$ cat config.mk
export PLATFORM = sky130hd
export DESIGN_NAME = jpeg_level_shift_serializer
export DESIGN_NICKNAME = d
export VERILOG_FILES = /design/src/rtl/jpeg_level_shift_serializer.sv
export SDC_FILE = /design/constraint.sdc
export NUM_CORES = 2
export LEC_CHECK = 0
export ABC_AREA = 0
export BUFFER_PORTS_ARGS = -buffer_cell sky130_fd_sc_hd__clkbuf_2
export CAP_MARGIN = 20
export CORE_AREA = 2 2 402 404
export DETAILED_ROUTE_END_ITERATION = 16
export DIE_AREA = 0 0 404 406
export GPL_TIMING_DRIVEN = 0
export PLACE_DENSITY = 0.44
export SLEW_MARGIN = 20
export SYNTH_ARGS = -nofsm -noshare
export SYNTH_HDL_FRONTEND = slang
export SYNTH_SLANG_ARGS = --single-unit
export TNS_END_PERCENT = 1
$ cat constraint.sdc
create_clock -name clk -period 6.2 [get_ports clk]
set_input_delay 1.86 -clock clk [delete_from_list [all_inputs] [get_ports clk]]
set_output_delay 1.86 -clock clk [all_outputs]
set_load 0.03 [all_outputs]
$ cat src/rtl/jpeg_level_shift_serializer.sv
// JPEG level-shift serializer: captures an 8x8 IDCT block, adds +128,
// clamps each sample to a pixel and streams 64 pixels in raster order.
module jpeg_level_shift_serializer #(
  parameter int IN_W  = 16,
  parameter int OUT_W = 8,
  parameter int SHIFT = 128
) (
  input  logic               clk,
  input  logic               rst_n,
  input  logic               blk_valid,
  output logic               blk_ready,
  input  logic [64*IN_W-1:0] blk_data,
  output logic               pix_valid,
  input  logic               pix_ready,
  output logic [OUT_W-1:0]   pix_data,
  output logic [2:0]         pix_row,
  output logic [2:0]         pix_col,
  output logic               pix_last
);

  localparam int SW = IN_W + 1;
  localparam logic signed [SW-1:0] SHIFT_S = SW'(SHIFT);
  localparam logic signed [SW-1:0] MAX_S   = SW'((1 << OUT_W) - 1);

  typedef enum logic {
    IDLE,
    STREAM
  } state_t;

  state_t                state_q, state_d;
  logic [5:0]            idx_q, idx_d;
  logic [OUT_W-1:0]      buf_q [64];
  logic [OUT_W-1:0]      sat_d [64];
  logic signed [SW-1:0]  s;
  logic                  blk_hs;
  logic                  pix_hs;

  assign pix_valid = (state_q == STREAM);
  assign pix_data  = pix_valid ? buf_q[idx_q] : '0;
  assign pix_row   = idx_q[5:3];
  assign pix_col   = idx_q[2:0];
  assign pix_last  = pix_valid && (idx_q == 6'd63);
  assign pix_hs    = pix_valid && pix_ready;
  assign blk_ready = (state_q == IDLE) || (pix_hs && pix_last);
  assign blk_hs    = blk_valid && blk_ready;

  // Level shift and clamp every incoming element before capture
  always_comb begin
    s = '0;
    for (int k = 0; k < 64; k++) begin
      s = $signed({blk_data[k*IN_W+IN_W-1],
                   blk_data[k*IN_W +: IN_W]}) + SHIFT_S;
      if (s[SW-1])
        sat_d[k] = '0;
      else if (s > MAX_S)
        sat_d[k] = '1;
      else
        sat_d[k] = s[OUT_W-1:0];
    end
  end

  // Pixel buffer, written only on a block handshake
  always_ff @(posedge clk or negedge rst_n) begin
    if (!rst_n) begin
      for (int k = 0; k < 64; k++)
        buf_q[k] <= '0;
    end else if (blk_hs) begin
      for (int k = 0; k < 64; k++)
        buf_q[k] <= sat_d[k];
    end
  end

  // State and pixel index registers
  always_ff @(posedge clk or negedge rst_n) begin
    if (!rst_n) begin
      state_q <= IDLE;
      idx_q   <= '0;
    end else begin
      state_q <= state_d;
      idx_q   <= idx_d;
    end
  end

  // Next state: stream 64 pixels, reload on the final handshake if offered
  always_comb begin
    state_d = state_q;
    idx_d   = idx_q;
    unique case (1'b1)
      (state_q == IDLE): begin
        if (blk_hs) begin
          state_d = STREAM;
          idx_d   = '0;
        end
      end
      (state_q == STREAM): begin
        if (pix_hs) begin
          if (!pix_last) begin
            idx_d = idx_q + 6'd1;
          end else begin
            idx_d   = '0;
            state_d = blk_hs ? STREAM : IDLE;
          end
        end
      end
      default: begin
        state_d = IDLE;
        idx_d   = '0;
      end
    endcase
  end

endmodule

Yosys cells after proc, flatten, opt, wreduce, memory -nomap -nowiden
Index checks and enable logic that the tools add are counted.
{"block": "op_classes", "addsub": 65, "mux": 140, "n_reduce_logical": 6, "n_bitwise": 2, "magnitude_cmp": 65, "n_eq_ne": 3}
{"operator": "$add 16x9->17 const B", "n": 64}
{"operator": "$gt 17x9->1 const B", "n": 64}
{"operator": "$mux 8", "n": 131}
{"operator": "$bmux 8 s6", "n": 1}
{"operator": "$mux 6", "n": 3}
{"operator": "$pmux 6 s2", "n": 1}
{"operator": "$ge 7x7->1 const B", "n": 1}
{"operator": "$not 6->7", "n": 1}
{"operator": "$add 6x1->6 const B", "n": 1}
{"operator": "$eq 6x6->1 const B", "n": 1}
{"operator": "$logic_and 1x1->1", "n": 4}
{"operator": "$mux 1", "n": 3}
{"operator": "$ne 2x1->1 const B", "n": 1}
{"operator": "$ne 2x2->1 const B", "n": 1}
{"operator": "$pmux 1 s2", "n": 1}
{"operator": "$reduce_and 2->1", "n": 1}
{"operator": "$logic_or 1x1->1", "n": 1}
{"operator": "$not 1->1", "n": 1}
{"block": "word_totals", "input_bits": 1028, "reg_bits": 519, "word_cells": 347}

Longest topological paths before layout
{"block": "logic_depth", "ltp_word": 9, "depth_mapped": 10, "mapped_depth_nobuf": 8}

Least setup slack after synthesis
OpenSTA, ideal clock, no wires.
{"block": "synth_timing", "kind": "input port to output port", "start": "input pix_ready", "end": "output blk_ready", "n_path_buf": 1, "t_required_ns": 4.340, "t_arrival_ns": 2.454, "path_slack_ns": 1.886, "stages": 3, "path_cell_list": "clkbuf_2 > nand4_1 > o21ai_4"}
{"block": "synth_between", "elab_chain_cells": 3}
{"element": "start: declaration", "line_no": "14", "text": "input logic pix_ready,"}
{"element": "$logic_and 1x1->1", "line_no": "43", "text": "assign pix_hs = pix_valid && pix_ready;"}
{"element": "$logic_and 1x1->1", "line_no": "44", "text": "assign blk_ready = (state_q == IDLE) || (pix_hs && pix_last);"}
{"element": "$logic_or 1x1->1", "line_no": "44"}
{"element": "end: declaration", "line_no": "11", "text": "output logic blk_ready,"}
Every way passes these cells.

Worst setup path after layout
{"block": "layout_timing", "start": "register idx_q[1]", "end": "output pix_data[3]"}
{"block": "layout_between", "elab_chain_cells": 5}
{"element": "start: declaration", "line_no": "31", "text": "logic [5:0] idx_q, idx_d;"}
{"element": "start signal: assignment", "line_no": "80", "text": "idx_q <= idx_d;"}
{"element": "$not 6->7 (not written as such)", "line_no": "39", "text": "assign pix_data = pix_valid ? buf_q[idx_q] : '0;"}
{"element": "$bmux 8 s6", "line_no": "39"}
{"element": "$mux 8 (not written as such) (2 in series)", "line_no": "39"}
{"element": "$mux 8", "line_no": "39"}
{"element": "end: declaration", "line_no": "15", "text": "output logic [OUT_W-1:0] pix_data,"}
Every way passes these cells. The select of a mux whose other input is x is not followed.

==> out/metrics.cfg <==
[drt]
viasPerCell = 5.46
drtPass1Iterations = 8
ant_nets = 0
vias = 39382
drt-initial-drc-count = 3338
routed_wl_um = 222000
drc_errors = 0
post_drt_wl_per_cell_um = 30.8

[global_route]
grt_max_degree = 85
grt_overflow_total = 0
grt_pass1_wl_um = 302000
grt_pass1_vias = 38853
grt_antenna_before_repair = 72
grt_use_total_pct = 26.2

[synth]
yosysSeqAreaShare_pct = 34.8
async_flop_share_pct = 100
synth_ff_type = dfrtp_1
yosysWarnings = 0
syn_inst = 3922
synth.area.top_cells = dfrtp_1, mux4_2, a221o_1
synth_edf_count = 0
synth.most_common_cell = nand2_1
synth_top_cell_area_share_pct = 34.8
synthesis.area_mm2 = 0.0373
synth_seq_cells = 519
avgSynthCellArea_um2 = 9.52
synth_fp_nets = 5079
yosysUniqueCellTypes = 107
yosys.area.top_type = dfrtp_1
synth_common_cells = nand2_1, dfrtp_1, nand3_1

[hold_path]
hold_class = reg -> reg
min-delay-start = buf_q[268]

[timing]
slew_headroom_pct = 20.7
period_minus_slack_ns = 5.99
fin_crit_sh_pct = 96.6
setup_viol = 0
tightestPinTransition_ns = 1.18
rsz0062_at_grt = false
hold_viol = 0
hold_ws_ns = 0.477
finalMaxSlewViolations = 0
max_freq_mhz = 167
finalSetupTns_ns = 0
skew_ns = 0.0282
worst_slack_ns = 0.209

[final_layout]
area_delta_synth_final_pct = 27.9
fillers = 17111
nNetsFinal = 6198
fin_area_mm2 = 0.0478
final_cells = 7210
layout-drive-gt1-share_pct = 30.0
utilization_pct = 29.9

[setup_path]
cp_top_family = buffers and inverters
cp_max_fo = 10
worst_setup_path_end_kind = output pin
required_ns = 4.34
cp-startpoint = idx_q[1]
r2r_end = buf_q[384]
r2r_setup_slack_ns = 2.73
rr_worst_depth = 9
cpMostUsedCell = buf_2
start_kind = flop
arrival_ns = 4.13
path_cells = buf_2 -> buf_2 -> mux2_2 -> a211oi_1 -> o22ai_1 -> clkbuf_2
crit_end = pix_data[3]
crit_type = reg -> out
critPathMaxStageDelay_ns = 0.70
worst-path-stages = 6
reg2reg_from = idx_q[1]
critical-path-slowest-cell = dfrtp_1
path_buf_inv = 3

[clocking]
clock-root-buffer = clkbuf_16
clk_latency_ns = 0.67
holdBufCountCts = 0
clkTransAtPathRegs_ns = 0.05
cts_buffers = 69
cts_tree = built
clock_sink_count = 519
post_cts_buffers = 0
cts_buffer_depth = 3
htreeDepth = 3

[pwr]
vdd_ir_drop_max_mv = 0.247
p_clk_share_pct = 24.6
power_frac_comb_pct = 39.6
leakagePower_nw = 21.0
totalPowerFinal_mw = 16.9
p_seq_share_pct = 35.8
powerDensity_mw_per_mm2 = 353
p_sw_mw = 6.91
sw_frac_of_total_pct = 41.0
p_int_mw = 9.96

[placed_design]
placed_cell_area_mm2 = 0.0454
pre_cts_slack_ns = 0.0734
dp_hpwl_um = 184000
place.gp.congestion = 0.903
placedCellCount = 7057
io_buffers = 1042

[die]
fp.dieW_um = 404
initial_core_util_pct = 23.4
die_height_um = 406
num_io_pins = 1045
rows = 147
fp.dieArea_mm2 = 0.164
core_mm2 = 0.160

[status]
status = complete, no violations

[flow_run]
cap_violations = 0

[worst min-delay path, delay by kind of cell, from the launching register on]
family | cells | cell delay (ns)
AOI/OAI and AO/OA | 1 | 0.06
DFF | 1 | 0.33
and+or+nand+nor | 1 | 0.05
[worst min path at each step]
stage / endpoint / slack, ns / depth (start not counted)
after floorplan: buf_q[144] / 0.44 / 2
after global placement: buf_q[266] / 0.46 / 2
after detailed placement: buf_q[151] / 0.46 / 1
after CTS: buf_q[151] / 0.48 / 1
after global routing: buf_q[151] / 0.49 / 1
final: buf_q[268] / 0.48 / 2
[cells by family (layout without fill, tap and decap cells)]
kind of cell	count (synthesis)	count (layout)	share of synthesized area (%)
AO/OA/AOI/OAI	1049	1049	22.1
AND/OR/NAND/NOR	1596	1596	22.9
flip-flops	519	519	34.8
buffers and inverters	289	1456	3.55
adder cells (fa/ha/maj)	129	129	4.32
multiplexers	229	229	9.72
XOR/XNOR	111	111	2.60
other	0	35	0
[layer usage]
layer	share of wire, %	GRT usage [%]	routed length (µm)	vias to the layer above
met4	3.2	7.86	7160	32
met2	50	45.8	110000	1525
li1	-	-	-	17698
met3	6.2	5.12	13800	282
met5	0.10	0	221	-
met1	41	32.4	90900	19845
[layout make-up]
class | count | area, µm² | area share [%]
diodes | 35 | 87.6 | 0.183
flip-flops and latches | 519 | 13000 | 27.2
repair buffers | 1049 | 5420 | 11.3
plain buffers | 126 | 739 | 1.55
inverters | 162 | 608 | 1.27
well taps | 2086 | 2610 | 5.47
multi-input cells | 3114 | 23000 | 48.2
clock inverters | 22 | 278 | 0.582
clock buffers | 97 | 1990 | 4.17
[placed cells by master, fill, tap and decap left out, drive strengths merged, types with 142 or more instances in the layout]
master,instances
inv,165
clkbuf,1196
nor2,149
dfrtp,519
nand3,204
nand2,522
a22oi,169
a221o,200
o21ai,142
[flip-flops by register name (all words and copies together), names as in the netlist]
name	flops
pix_valid	1
idx_q	6
buf_q	512
[timing repair]
item                                    in CTS  in global routing
gates resized for setup                      5                  0
hold endpoints to repair                     0                  0
endpoints found under the setup margin       7                  0
[power by group through the flow]
stage / Clock [mW] / Combinational [mW] / Sequential, mW
finish: 4.16 / 6.68 / 6.03
global route: 4.35 / 7.14 / 6.15
CTS: 4.22 / 6.80 / 6.02
detailed placement: 0 / 6.77 / 6.05
global placement: 0 / 6.69 / 6.07
floorplan: 0 / 3.76 / 5.33
No activity file was read; power rests on OpenSTA's default activity.
